$ cat src/rtl/control_multiciclo.sv
// control_multiciclo: control FSM for a multicycle RV32 datapath supporting
// R-type, ALU-immediate, load, store and BEQ/BNE.
//
// Ports:
//   clk_i, rst_ni            clock, async active-low reset
//   opcode_i, funct3_i       fields from the instruction register
//   zero_i                   ALU zero flag (branch compare)
//   mem_ready_i              memory handshake (only meaningful with mem_req_o)
//   mem_req_o/mem_we_o/iord_o, ir_we_o/pc_we_o/pcsrc_o,
//   alusrca_o/alusrcb_o/aluop_o, regwrite_o/memtoreg_o/branch_o/illegal_o
//                            datapath controls
//   state_o                  current state code
//   retired_o                completed-instruction counter (wraps)
module control_multiciclo #(
  parameter int RETIRE_W = 32
) (
  input  logic                clk_i,
  input  logic                rst_ni,
  input  logic [6:0]          opcode_i,
  input  logic [2:0]          funct3_i,
  input  logic                zero_i,
  input  logic                mem_ready_i,
  output logic                mem_req_o,
  output logic                mem_we_o,
  output logic                iord_o,
  output logic                ir_we_o,
  output logic                pc_we_o,
  output logic                pcsrc_o,
  output logic                alusrca_o,
  output logic [1:0]          alusrcb_o,
  output logic [1:0]          aluop_o,
  output logic                regwrite_o,
  output logic                memtoreg_o,
  output logic                branch_o,
  output logic                illegal_o,
  output logic [2:0]          state_o,
  output logic [RETIRE_W-1:0] retired_o
);

  typedef enum logic [2:0] {
    FETCH  = 3'd0,
    DECODE = 3'd1,
    EXEC   = 3'd2,
    MEM    = 3'd3,
    WB     = 3'd4
  } state_t;

  localparam logic [6:0] OP_R      = 7'b0110011;
  localparam logic [6:0] OP_IALU   = 7'b0010011;
  localparam logic [6:0] OP_LOAD   = 7'b0000011;
  localparam logic [6:0] OP_STORE  = 7'b0100011;
  localparam logic [6:0] OP_BRANCH = 7'b1100011;

  state_t state, state_nxt;

  logic       mem_req, mem_we, iord, ir_we, pc_we, pcsrc, alusrca;
  logic [1:0] alusrcb, aluop;
  logic       regwrite, memtoreg, branch, illegal, retire;
  logic       legal;

  assign legal = (opcode_i == OP_R) || (opcode_i == OP_IALU) ||
                 (opcode_i == OP_LOAD) || (opcode_i == OP_STORE) ||
                 (opcode_i == OP_BRANCH);

  always_ff @(posedge clk_i or negedge rst_ni) begin
    if (!rst_ni) begin
      state     <= FETCH;
      retired_o <= '0;
    end else begin
      state <= state_nxt;
      if (retire) retired_o <= retired_o + 1'b1;
    end
  end

  always_comb begin
    state_nxt = FETCH;
    mem_req   = 1'b0;
    mem_we    = 1'b0;
    iord      = 1'b0;
    ir_we     = 1'b0;
    pc_we     = 1'b0;
    pcsrc     = 1'b0;
    alusrca   = 1'b0;
    alusrcb   = 2'b00;
    aluop     = 2'b00;
    regwrite  = 1'b0;
    memtoreg  = 1'b0;
    branch    = 1'b0;
    illegal   = 1'b0;
    retire    = 1'b0;
    case (state)
      FETCH: begin
        mem_req   = 1'b1;
        state_nxt = FETCH;
        if (mem_ready_i) begin
          // IR <- mem[PC], PC <- PC + 4 in the same cycle
          ir_we     = 1'b1;
          pc_we     = 1'b1;
          alusrcb   = 2'b01;
          state_nxt = DECODE;
        end
      end
      DECODE: begin
        // PC + imm precomputed into ALUOut for a possible branch
        alusrcb = 2'b10;
        if (legal) state_nxt = EXEC;
        else       illegal   = 1'b1;
      end
      EXEC: begin
        alusrca = 1'b1;
        case (opcode_i)
          OP_R: begin
            aluop     = 2'b10;
            state_nxt = WB;
          end
          OP_IALU: begin
            alusrcb   = 2'b10;
            aluop     = 2'b10;
            state_nxt = WB;
          end
          OP_LOAD, OP_STORE: begin
            alusrcb   = 2'b10;
            state_nxt = MEM;
          end
          OP_BRANCH: begin
            aluop  = 2'b01;
            branch = 1'b1;
            pcsrc  = 1'b1;
            // funct3[0] selects BNE: taken when the compare is not equal
            pc_we  = zero_i ^ funct3_i[0];
            retire = 1'b1;
          end
          default: ;
        endcase
      end
      MEM: begin
        mem_req   = 1'b1;
        iord      = 1'b1;
        mem_we    = (opcode_i == OP_STORE);
        state_nxt = MEM;
        if (mem_ready_i) begin
          if (opcode_i == OP_LOAD) begin
            state_nxt = WB;
          end else begin
            state_nxt = FETCH;
            retire    = (opcode_i == OP_STORE);
          end
        end
      end
      WB: begin
        regwrite = 1'b1;
        memtoreg = (opcode_i == OP_LOAD);
        retire   = 1'b1;
      end
      default: ;  // unused codes fall back to FETCH with everything idle
    endcase
  end

  // Combinational outputs are masked by reset so a pending memory access is
  // dropped immediately, without waiting for a clock edge.
  assign mem_req_o  = rst_ni & mem_req;
  assign mem_we_o   = rst_ni & mem_we;
  assign iord_o     = rst_ni & iord;
  assign ir_we_o    = rst_ni & ir_we;
  assign pc_we_o    = rst_ni & pc_we;
  assign pcsrc_o    = rst_ni & pcsrc;
  assign alusrca_o  = rst_ni & alusrca;
  assign alusrcb_o  = {2{rst_ni}} & alusrcb;
  assign aluop_o    = {2{rst_ni}} & aluop;
  assign regwrite_o = rst_ni & regwrite;
  assign memtoreg_o = rst_ni & memtoreg;
  assign branch_o   = rst_ni & branch;
  assign illegal_o  = rst_ni & illegal;
  assign state_o    = state;

endmodule

$ cat config.mk
export PLATFORM = sky130hd
export DESIGN_NAME = control_multiciclo
export DESIGN_NICKNAME = d
export VERILOG_FILES = /design/src/rtl/control_multiciclo.sv
export SDC_FILE = /design/constraint.sdc
export NUM_CORES = 1
export LEC_CHECK = 0
export ABC_AREA = 1
export BUFFER_PORTS_ARGS = -buffer_cell sky130_fd_sc_hd__buf_4
export CAP_MARGIN = 20
export CORE_MARGIN = 1.5
export CORE_UTILIZATION = 36
export CTS_CLUSTER_SIZE = 40
export DETAILED_ROUTE_END_ITERATION = 8
export GPL_TIMING_DRIVEN = 0
export PLACE_DENSITY = 0.61
export SETUP_SLACK_MARGIN = 0.2
export SLEW_MARGIN = 20
export SYNTH_ARGS = -nofsm -noshare
export SYNTH_HDL_FRONTEND = slang
export SYNTH_SLANG_ARGS = --single-unit
$ cat constraint.sdc
create_clock -name clk_i -period 4.2 [get_ports clk_i]
set_input_delay 0.42 -clock clk_i [delete_from_list [all_inputs] [get_ports clk_i]]
set_output_delay 0.42 -clock clk_i [all_outputs]
set_load 0.03 [all_outputs]
==> reports/summary.json, run 1 <==
{
  "sta": {
    "post-route-period-util": 0.5697,
    "finClkSkew_ps": 7.668,
    "worst_slew_margin_rel": 0.6783,
    "max_slew.worst_pin.slew_ps": 482.6,
    "timing.setup.tns_ps": 0,
    "final_setup_violations": 0,
    "post-route-worst-setup-slack_ps": 1807,
    "fin_crit_ps": 2393,
    "timing_hold_violations_final": 0,
    "timing_max_transition_violations_final": 0,
    "fmaxAchievable_ghz": 0.4179,
    "rsz_0062_raised_after_global_routing": "no"
  },
  "die": {
    "die-area_mm2": 0.007619,
    "row_count": 30,
    "io-pin-count": 64,
    "start_util": 0.3744,
    "floorplan.die.width_um": 87.29,
    "dieHeight_um": 87.29,
    "core_mm2": 0.006832
  },
  "clock_tree": {
    "cts_sinks": 35,
    "cts_setup_buffers": 0,
    "cts_made_buffers": 5,
    "max-clock-path-buffers": 2,
    "cts.reportedPaths.clkPinSlew_ps": 70,
    "htree_levels": 2,
    "resized_cells_post_cts": 0,
    "cts.root.buffer_cell": "sky130_fd_sc_hd__clkbuf_8",
    "holdBufCountCts": 0,
    "cts_tree": "yes",
    "clk-insertion-delay-late_ps": 290
  },
  "critical_path": {
    "r2r_worst_path_depth": 8,
    "worst-endpoint-required_ps": 3780,
    "worst-endpoint-arrival_ps": 1970,
    "cp_cell_sequence": "nor2_1 -> nand2_1 -> clkbuf_1 -> nor3_1 -> buf_4",
    "critical_path_class": "reg2out",
    "regToRegSetupSlack_ps": 2360,
    "critPathMaxStageDelay_ps": 420,
    "setup.worst_path.end_class": "primary output",
    "crit_fanout": 10,
    "cp-startpoint": "state_o[0]",
    "crit_path_top_delay_cell": "sky130_fd_sc_hd__dfrtp_1",
    "startpoint_of_the_most_critical_register_to_register_path": "retired_o[0]",
    "critical_path.startpoint_type": "register",
    "reg2reg_to": "retired_o[18]"
  },
  "detailed_routing": {
    "drt_first_pass_iters": 4,
    "postRouteAntennaNets": 0,
    "vias_per_cell": 4.747,
    "routed_wire_length_per_instance_um": 12.79,
    "vias": 2687,
    "first_iter_violations": 135,
    "routed_wl_um": 7241,
    "drcViolationCount": 0
  },
  "placed_design": {
    "dp_cells": 559,
    "gp_congestion": 0.8635,
    "post-place-ws_ps": 2031,
    "portBuffers": 61,
    "detailedPlacementHpwl_um": 5670
  },
  "yosys": {
    "combinational_family_with_the_most_area_after_synthesis": "simple AND/OR/NAND/NOR gates",
    "netlist_area_mm2": 0.002557,
    "postSynthCellCount": 402,
    "synth_fa_ha_area_frac": 0.004892,
    "synth.area.mux_share": 0,
    "yosys.area_share.simple": 0.5098,
    "postSynthAreaPerCell_um2": 6.362,
    "synth_cell_type_count": 28,
    "synth_sequential_area_ratio": 0.3425,
    "ys_warn_count": 0,
    "post_synth_xor_area_fraction": 0.03082,
    "flip_flop_and_latch_count_after_synthesis": 35,
    "synthesized_net_count": 417,
    "complex_gate_fraction_of_the_synthesized_area": 0.01614
  },
  "pwr": {
    "pwr-share-comb": 0.079,
    "irDropWorstVdd_v": 0.00009845,
    "power.total_w": 0.0006450,
    "power.switching_fraction": 0.2479,
    "p_clk_frac": 0.394,
    "cell_internal_power_dissipation_w": 0.0004851,
    "power.switching_w": 0.0001599,
    "seq_power_share": 0.527,
    "p_leak_nw": 1.524,
    "pwr_density_cell_mw_per_mm2": 200.1
  },
  "layout": {
    "post-route-util": 0.4718,
    "drive_gt1_frac": 0.2043,
    "layout.cells.non_filler": 566,
    "design.final.nets": 485,
    "layout-area-overhead-vs-synth_pct": 26.03,
    "antenna-diode-count": 0,
    "n_fill_cell": 735
  },
  "global_route": {
    "grt.met3_usage": 0.02844,
    "grt_util_met2": 0.3441,
    "number_of_global_route_vias_before_repair": 2688,
    "first_pass_grt_wire_length_um": 12360,
    "gr-usage-all-layers": 0.2071,
    "antenna_found_initial": 0,
    "busiest_layer": "met2",
    "grt_start_max_net_pins": 37,
    "grt.overflow.total": 0,
    "met1_usage": 0.2775
  },
  "worst_hold_path": {
    "hp-class": "in2async"
  },
  "run": {
    "timing.max_cap.violations": 0
  },
  "outcome": {
    "status": "complete, no violations"
  }
}
-- power groups by stage --
stage               clock network [W]  logic (W)  registers [W]
global route                 0.000273  0.0000556       0.000340
detailed placement                  0  0.0000519       0.000347
finish                       0.000254  0.0000507       0.000340
floorplan                           0  0.0000215       0.000349
CTS                          0.000264  0.0000520       0.000340
global placement                    0  0.0000512       0.000347
-- metrics by stage --
| stage | hold slack [ps] | instance area (um2) |
|---|---|---|
| 2_1_floorplan | 124.4 | 2557 |
| 6_report | 82.74 | 3223 |
| 3_3_place_gp | 418.4 | 3136 |
| 3_5_place_dp | 420.3 | 3136 |
| 4_1_cts | 109.2 | 3223 |
| 5_1_grt | 125.5 | 3223 |
-- worst max-delay path by stage --
stage / slack, ps / cells after the start / end
6_report: 1810 / 5 / memtoreg_o
5_1_grt: 1680 / 5 / memtoreg_o
4_1_cts: 1790 / 5 / memtoreg_o
3_5_place_dp: 2030 / 5 / memtoreg_o
3_3_place_gp: 2030 / 5 / memtoreg_o
2_1_floorplan: 1900 / 5 / pcsrc_o
-- sequential cells by signal (all words and copies together), names as in the netlist --
signal / count
retired_o: 32
state_o: 3
-- layout make-up --
type / instances / area [um2] / area share
plain buffers: 10 / 76.32 / 0.02368
clock buffers: 6 / 82.58 / 0.02562
clock inverters: 1 / 5.005 / 0.001553
inverters: 45 / 168.9 / 0.05241
multi-input cells: 312 / 1436 / 0.4457
flip-flops and latches: 35 / 875.8 / 0.2717
well taps: 96 / 120.1 / 0.03727
repair buffers: 61 / 457.9 / 0.1421
-- metal layers --
| layer | vias to the layer above | part of all wire | wire, um |
|---|---|---|---|
| met5 | - | 0 | 0 |
| met4 | 0 | 0.020 | 144 |
| met3 | 16 | 0.044 | 318 |
| met2 | 68 | 0.46 | 3309 |
| met1 | 1216 | 0.48 | 3468 |
| li1 | 1387 | - | - |
-- cell families (layout without fill, tap and decap cells) --
group / count (synthesis) / count (layout)
flip-flops: 35 / 35
adder cells (fa/ha/maj): 1 / 1
AND/OR/NAND/NOR: 294 / 294
AO/OA/AOI/OAI: 8 / 8
XOR/XNOR: 9 / 9
buffers and inverters: 55 / 123
-- worst max-delay path, delay by kind of cell (launching register included) --
kind / cells / cell delay [ps]
AND/OR/NAND/NOR: 3 / 750
flip-flops: 1 / 420
buffers and inverters: 2 / 520
-- cells in the mapped netlist --
library cell,count,area [um2]
sky130_fd_sc_hd__xor2_1,8,70.07
sky130_fd_sc_hd__nand3_2,10,100.1
sky130_fd_sc_hd__nand2_1,175,656.9
sky130_fd_sc_hd__inv_1,39,146.4
sky130_fd_sc_hd__clkbuf_1,4,15.01
sky130_fd_sc_hd__nand4_1,16,100.1
sky130_fd_sc_hd__buf_2,1,5.000
sky130_fd_sc_hd__nand3_1,20,100.1
sky130_fd_sc_hd__a21oi_1,3,15.01
sky130_fd_sc_hd__nand3_4,2,35.03
sky130_fd_sc_hd__or2_1,1,6.260
sky130_fd_sc_hd__nor3_1,9,45.04
sky130_fd_sc_hd__o21ai_0,1,5.000
sky130_fd_sc_hd__nor2_2,5,31.28
sky130_fd_sc_hd__dfrtp_1,35,875.8
sky130_fd_sc_hd__clkinv_1,2,7.510
sky130_fd_sc_hd__and3_1,1,6.260
sky130_fd_sc_hd__nor3_4,1,16.27
sky130_fd_sc_hd__nor2_1,53,198.9
sky130_fd_sc_hd__o21ai_1,3,15.01
sky130_fd_sc_hd__nand3b_1,1,7.510
sky130_fd_sc_hd__buf_8,1,15.01
sky130_fd_sc_hd__ha_1,1,12.51
sky130_fd_sc_hd__buf_4,1,7.510
sky130_fd_sc_hd__xnor2_1,1,8.760
sky130_fd_sc_hd__inv_2,4,15.01
sky130_fd_sc_hd__a31oi_1,1,6.260
sky130_fd_sc_hd__buf_6,3,33.78
-- placed cells by master (no fill, tap or decap), types with 4 or more instances in the layout --
cell and instances:
sky130_fd_sc_hd__nand2_1 175, sky130_fd_sc_hd__nand4_1 16, sky130_fd_sc_hd__xor2_1 8, sky130_fd_sc_hd__dfrtp_1 35, sky130_fd_sc_hd__buf_4 62, sky130_fd_sc_hd__clkbuf_8 6
sky130_fd_sc_hd__inv_1 39, sky130_fd_sc_hd__inv_2 4, sky130_fd_sc_hd__nand3_2 10, sky130_fd_sc_hd__nor3_1 9, sky130_fd_sc_hd__nand3_1 20, sky130_fd_sc_hd__nor2_1 53
sky130_fd_sc_hd__clkbuf_1 4, sky130_fd_sc_hd__nor2_2 5
Note: power is estimated with default switching activity, not from simulation.
==> run 2: changes to the inputs <==
Settings changed: ABC_AREA 1 to 0, PLACE_DENSITY 0.61 to 0.63.
Clock period 4.2 ns to 2.45 ns, I/O delays scaled along.
==> run 2 against run 1 <==
Synthesized cell count shrank 52%. Critical path type is now in2out. Critical endpoint is now pcsrc_o. Highest routed layer unchanged. Cell area shrank 19%. Register-to-register slack lost 2000 ps.
==> reports/summary.json, run 2 <==
{
  "outcome": {
    "status": {"value": "complete, no violations", "change": "unchanged"}
  },
  "placed_design": {
    "dp_cells": {"value": 322, "change": "was 559"},
    "portBuffers": {"value": 61, "change": "unchanged"},
    "detailedPlacementHpwl": {"value": 3139, "unit": "um", "change": "was 5670 um"},
    "placedInstanceArea": {"value": 0.002471, "unit": "mm2", "change": "was 0.003136 mm2"},
    "gp_congestion": {"value": 0.8163, "change": "was 0.8635"}
  },
  "sta": {
    "finClkSkew": {"value": 5.319, "unit": "ps", "change": "was 7.668 ps"},
    "rsz_0062_raised_after_global_routing": {"value": "no", "change": "unchanged"},
    "fmaxAchievable_ghz": 0.4664,
    "post-route-period-util": 0.8752,
    "timing_hold_violations_final": {"value": 0, "change": "unchanged"},
    "timing.setup.tns": {"value": 0, "unit": "ps", "change": "unchanged"},
    "fin_crit_ps": 2144,
    "worst_slew_margin_rel": {"value": 0.5837, "change": "was 0.6783"},
    "timing_max_transition_violations_final": {"value": 0, "change": "unchanged"},
    "max_slew.worst_pin.slew": {"value": 619.8, "unit": "ps", "change": "was 482.6 ps"},
    "final_setup_violations": {"value": 0, "change": "unchanged"}
  },
  "clock_tree": {
    "htree_levels": {"value": 2, "change": "unchanged"},
    "clk-insertion-delay-late": {"value": 290, "unit": "ps", "change": "about the same"},
    "cts_setup_buffers": {"value": 0, "change": "unchanged"},
    "cts.root.buffer_cell": {"value": "sky130_fd_sc_hd__clkbuf_8", "change": "unchanged"},
    "max-clock-path-buffers": {"value": 2, "change": "unchanged"},
    "cts.reportedPaths.clkPinSlew": {"value": 60, "unit": "ps", "change": "was 70 ps"},
    "cts_sinks": {"value": 35, "change": "unchanged"},
    "cts_made_buffers": {"value": 5, "change": "unchanged"},
    "cts_tree": {"value": "yes", "change": "unchanged"}
  },
  "detailed_routing": {
    "drcViolationCount": {"value": 0, "change": "unchanged"},
    "postRouteAntennaNets": {"value": 0, "change": "unchanged"},
    "drt_first_pass_iters": {"value": 5, "change": "was 4"},
    "vias": {"value": 1682, "change": "was 2687"},
    "vias_per_cell": {"value": 5.066, "change": "was 4.747"},
    "dr_wl_met2": {"value": 2003, "unit": "um", "change": "was 3309 um"},
    "first_iter_violations": {"value": 73, "change": "was 135"},
    "routed_wire_length_per_instance": {"value": 13.53, "unit": "um", "change": "was 12.79 um"},
    "met3_wirelength": {"value": 298, "unit": "um", "change": "was 318 um"},
    "topRoutingLayerUsed": {"value": "met4", "change": "unchanged"},
    "routed_wl": {"value": 4493, "unit": "um", "change": "was 7241 um"},
    "wl_met1": {"value": 2180, "unit": "um", "change": "was 3468 um"}
  },
  "die": {
    "core": {"value": 0.005107, "unit": "mm2", "change": "was 0.006832 mm2"},
    "io-pin-count": {"value": 64, "change": "unchanged"},
    "floorplan.die.width": {"value": 75.76, "unit": "um", "change": "was 87.29 um"},
    "row_count": {"value": 26, "change": "was 30"},
    "die-area": {"value": 0.005739, "unit": "mm2", "change": "was 0.007619 mm2"},
    "start_util": {"value": 0.3731, "change": "was 0.3744"},
    "dieHeight": {"value": 75.76, "unit": "um", "change": "was 87.29 um"}
  },
  "critical_path": {
    "crit_fanout": {"value": 8, "change": "was 10"},
    "startpoint_of_the_most_critical_register_to_register_path": {"value": "retired_o[11]", "change": "was retired_o[0]"},
    "setup.worst_path.end_class": {"value": "primary output", "change": "unchanged"},
    "regToRegSetupSlack": {"value": 380, "unit": "ps", "change": "was 2360 ps"},
    "cp-startpoint": {"value": "rst_ni", "change": "was state_o[0]"},
    "critical_path.startpoint_type": {"value": "input pin", "change": "was register"},
    "critical_path_class": {"value": "in2out", "change": "was reg2out"},
    "worst-endpoint-arrival": {"value": 1900, "unit": "ps", "change": "was 1970 ps"},
    "worst-endpoint-required": {"value": 2200, "unit": "ps", "change": "was 3780 ps"}
  },
  "yosys": {
    "synth_commonest_cells": {"value": "sky130_fd_sc_hd__dfrtp_1 (35), sky130_fd_sc_hd__xnor2_1 (30), sky130_fd_sc_hd__nand4_1 (17)", "change": "was sky130_fd_sc_hd__nand2_1 (175), sky130_fd_sc_hd__nor2_1 (53), sky130_fd_sc_hd__inv_1 (39)"},
    "flip_flop_and_latch_count_after_synthesis": {"value": 35, "change": "unchanged"},
    "synth-main-ff-cell": {"value": "sky130_fd_sc_hd__dfrtp_1", "change": "unchanged"},
    "synth-edff-count": {"value": 0, "change": "unchanged"},
    "synth_top_area_share": {"value": 0.4596, "change": "was 0.3425"},
    "synthesized_net_count": {"value": 206, "change": "was 417"},
    "synth_top_cells_by_area": {"value": "sky130_fd_sc_hd__dfrtp_1 (46%), sky130_fd_sc_hd__xnor2_1 (14%), sky130_fd_sc_hd__nand4_1 (5.6%), sky130_fd_sc_hd__nand3_1 (4.2%), sky130_fd_sc_hd__and3_1 (3.3%)", "change": "was sky130_fd_sc_hd__dfrtp_1 (34%), sky130_fd_sc_hd__nand2_1 (26%), sky130_fd_sc_hd__nor2_1 (7.8%), sky130_fd_sc_hd__inv_1 (5.7%), sky130_fd_sc_hd__nand3_1 (3.9%)"},
    "netlist_area": {"value": 0.001906, "unit": "mm2", "change": "was 0.002557 mm2"},
    "synth_most_common_cell": {"value": "sky130_fd_sc_hd__dfrtp_1", "change": "was sky130_fd_sc_hd__nand2_1"},
    "postSynthCellCount": {"value": 191, "change": "was 402"},
    "async_flop_share": {"value": 1.000, "change": "unchanged"},
    "synth_sequential_area_ratio": {"value": 0.4596, "change": "was 0.3425"},
    "synth.largest_area_cell": {"value": "sky130_fd_sc_hd__dfrtp_1", "change": "unchanged"},
    "postSynthAreaPerCell": {"value": 9.977, "unit": "um2", "change": "was 6.362 um2"},
    "synth_cell_type_count": {"value": 36, "change": "was 28"},
    "ys_warn_count": {"value": 0, "change": "unchanged"}
  },
  "global_route": {
    "grt_start_max_net_pins": {"value": 36, "change": "was 37"},
    "grt.overflow.total": {"value": 0, "change": "unchanged"},
    "antenna_found_initial": {"value": 0, "change": "unchanged"},
    "number_of_global_route_vias_before_repair": {"value": 1410, "change": "was 2688"},
    "gr-usage-all-layers": {"value": 0.1592, "change": "was 0.2071"},
    "first_pass_grt_wire_length": {"value": 6851, "unit": "um", "change": "was 12360 um"}
  },
  "worst_hold_path": {
    "hp-class": {"value": "in2reg", "change": "was in2async"},
    "hold_path.startpoint": "mem_ready_i"
  },
  "pwr": {
    "pwr-share-comb": {"value": 0.087, "change": "was 0.079"},
    "p_clk_frac": {"value": 0.401, "change": "was 0.394"},
    "cell_internal_power_dissipation": {"value": 0.0008760, "unit": "W", "change": "was 0.0004851 W"},
    "seq_power_share": {"value": 0.511, "change": "was 0.527"},
    "p_leak": {"value": 1.190, "unit": "nW", "change": "was 1.524 nW"},
    "power.switching": {"value": 0.0002633, "unit": "W", "change": "was 0.0001599 W"},
    "pwr_density_cell": {"value": 437.8, "unit": "mW/mm2", "change": "was 200.1 mW/mm2"},
    "power.switching_fraction": {"value": 0.2311, "change": "was 0.2479"},
    "irDropWorstVdd": {"value": 0.0003172, "unit": "V", "change": "was 0.00009845 V"}
  },
  "layout": {
    "final_common_cell": {"value": "sky130_fd_sc_hd__buf_4", "change": "was sky130_fd_sc_hd__nand2_1"},
    "antenna-diode-count": {"value": 0, "change": "unchanged"},
    "final_area": {"value": 0.002603, "unit": "mm2", "change": "was 0.003223 mm2"},
    "drive_gt1_frac": {"value": 0.3130, "change": "was 0.2043"},
    "commonest_cells_after_routing_fill_and_taps_aside": {"value": "sky130_fd_sc_hd__buf_4 (62), sky130_fd_sc_hd__dfrtp_1 (35), sky130_fd_sc_hd__xnor2_1 (30)", "change": "was sky130_fd_sc_hd__nand2_1 (175), sky130_fd_sc_hd__buf_4 (62), sky130_fd_sc_hd__nor2_1 (53)"},
    "top_register_by_number_of_flip_flops": {"value": "retired_o", "change": "unchanged"},
    "design.final.nets": {"value": 276, "change": "was 485"},
    "layout-area-overhead-vs-synth": {"value": 36.57, "unit": "%", "change": "was 26.03%"},
    "largest_reg_flops": {"value": 32, "change": "unchanged"},
    "layout.cells.non_filler": {"value": 332, "change": "was 566"}
  },
  "run": {
    "timing.max_cap.violations": {"value": 0, "change": "unchanged"}
  }
}
## run 2: changes by cell type in the layout (fill, tap and decap cells not counted), sizes merged, moves of 9 or more
cell   previous run  this run
and3              1        10
nand2           175        13
nor2             58         8
inv              43         2
nand3            32        16
xnor2             1        30
## run 2: worst paths after layout
| kind | cells past startpoint | endpoint |
|---|---|---|
| max | 8 | pcsrc_o |
| min | 3 | state_o[0] |
| max reg2reg | 5 | retired_o[29] |
| min reg2reg | 1 | retired_o[31] |
| max in group asynchronous | 3 | state_o[2] |
| min in group asynchronous | 3 | retired_o[17] |
## run 2: critical path, cell delays in order
cell,delay [ps]
sky130_fd_sc_hd__dlygate4sd3_1,530
sky130_fd_sc_hd__buf_4,170
sky130_fd_sc_hd__nand2b_1,70
sky130_fd_sc_hd__clkbuf_1,290
sky130_fd_sc_hd__nor3b_2,110
sky130_fd_sc_hd__and3_1,200
sky130_fd_sc_hd__buf_4,130
sky130_fd_sc_hd__buf_4,150
## run 2: timing repair
action	in CTS	in global routing
setup endpoints to repair	0	15
endpoints found under the hold margin	35	0
resized for setup	0	2
hold buffers	2	0
## run 2: cell type report
class                           instances  area, um2
Timing Repair Buffer                   63      488.0
Clock buffer                            8      100.1
Fill cell                             502       2505
Inverter                                2      7.507
Tap cell                               70      87.58
Multi-Input combinational cell        144      977.2
Buffer                                 10      66.31
Sequential cell                        35      875.8
## run 2: power groups by stage
stage	Clock (W)	Sequential [W]	Combinational [W]
after floorplan	0	0.000598	0.0000424
after global placement	0	0.000594	0.0000935
after detailed placement	0	0.000594	0.0000938
after CTS	0.000472	0.000583	0.000100
after global routing	0.000502	0.000582	0.000108
final	0.000457	0.000583	0.0000993
## run 2: cells by family (layout without fill, tap and decap cells)
family,after synthesis,after routing,synth area share
xor+xnor,32,32,0.1471
mux,1,1,0.005909
flops,35,35,0.4596
compound gates,11,11,0.04202
fa+ha+maj,1,1,0.006565
buf+inv,12,83,0.03808
simple gates,99,99,0.3007
## run 2: metal layers
metal  global-route usage  up-vias
li1                     -      821
met1               0.2354      797
met3              0.05159        4
met5                    0        -
met2               0.2232       60
met4              0.04167        0
## run 2: per-stage QoR
step / hold WS, ps / worst slack, ps / power (W) / util
6_report: 245.5 / 305.7 / 0.001139 / 0.5096
4_1_cts: 236.6 / 294.1 / 0.001155 / 0.5093
3_5_place_dp: 234.0 / 323.0 / 0.0006875 / 0.4838
5_1_grt: 237.7 / 200.9 / 0.001192 / 0.5096
3_3_place_gp: 235.1 / 346.6 / 0.0006871 / 0.4838
2_1_floorplan: -50.59 / 128.4 / 0.0006401 / -
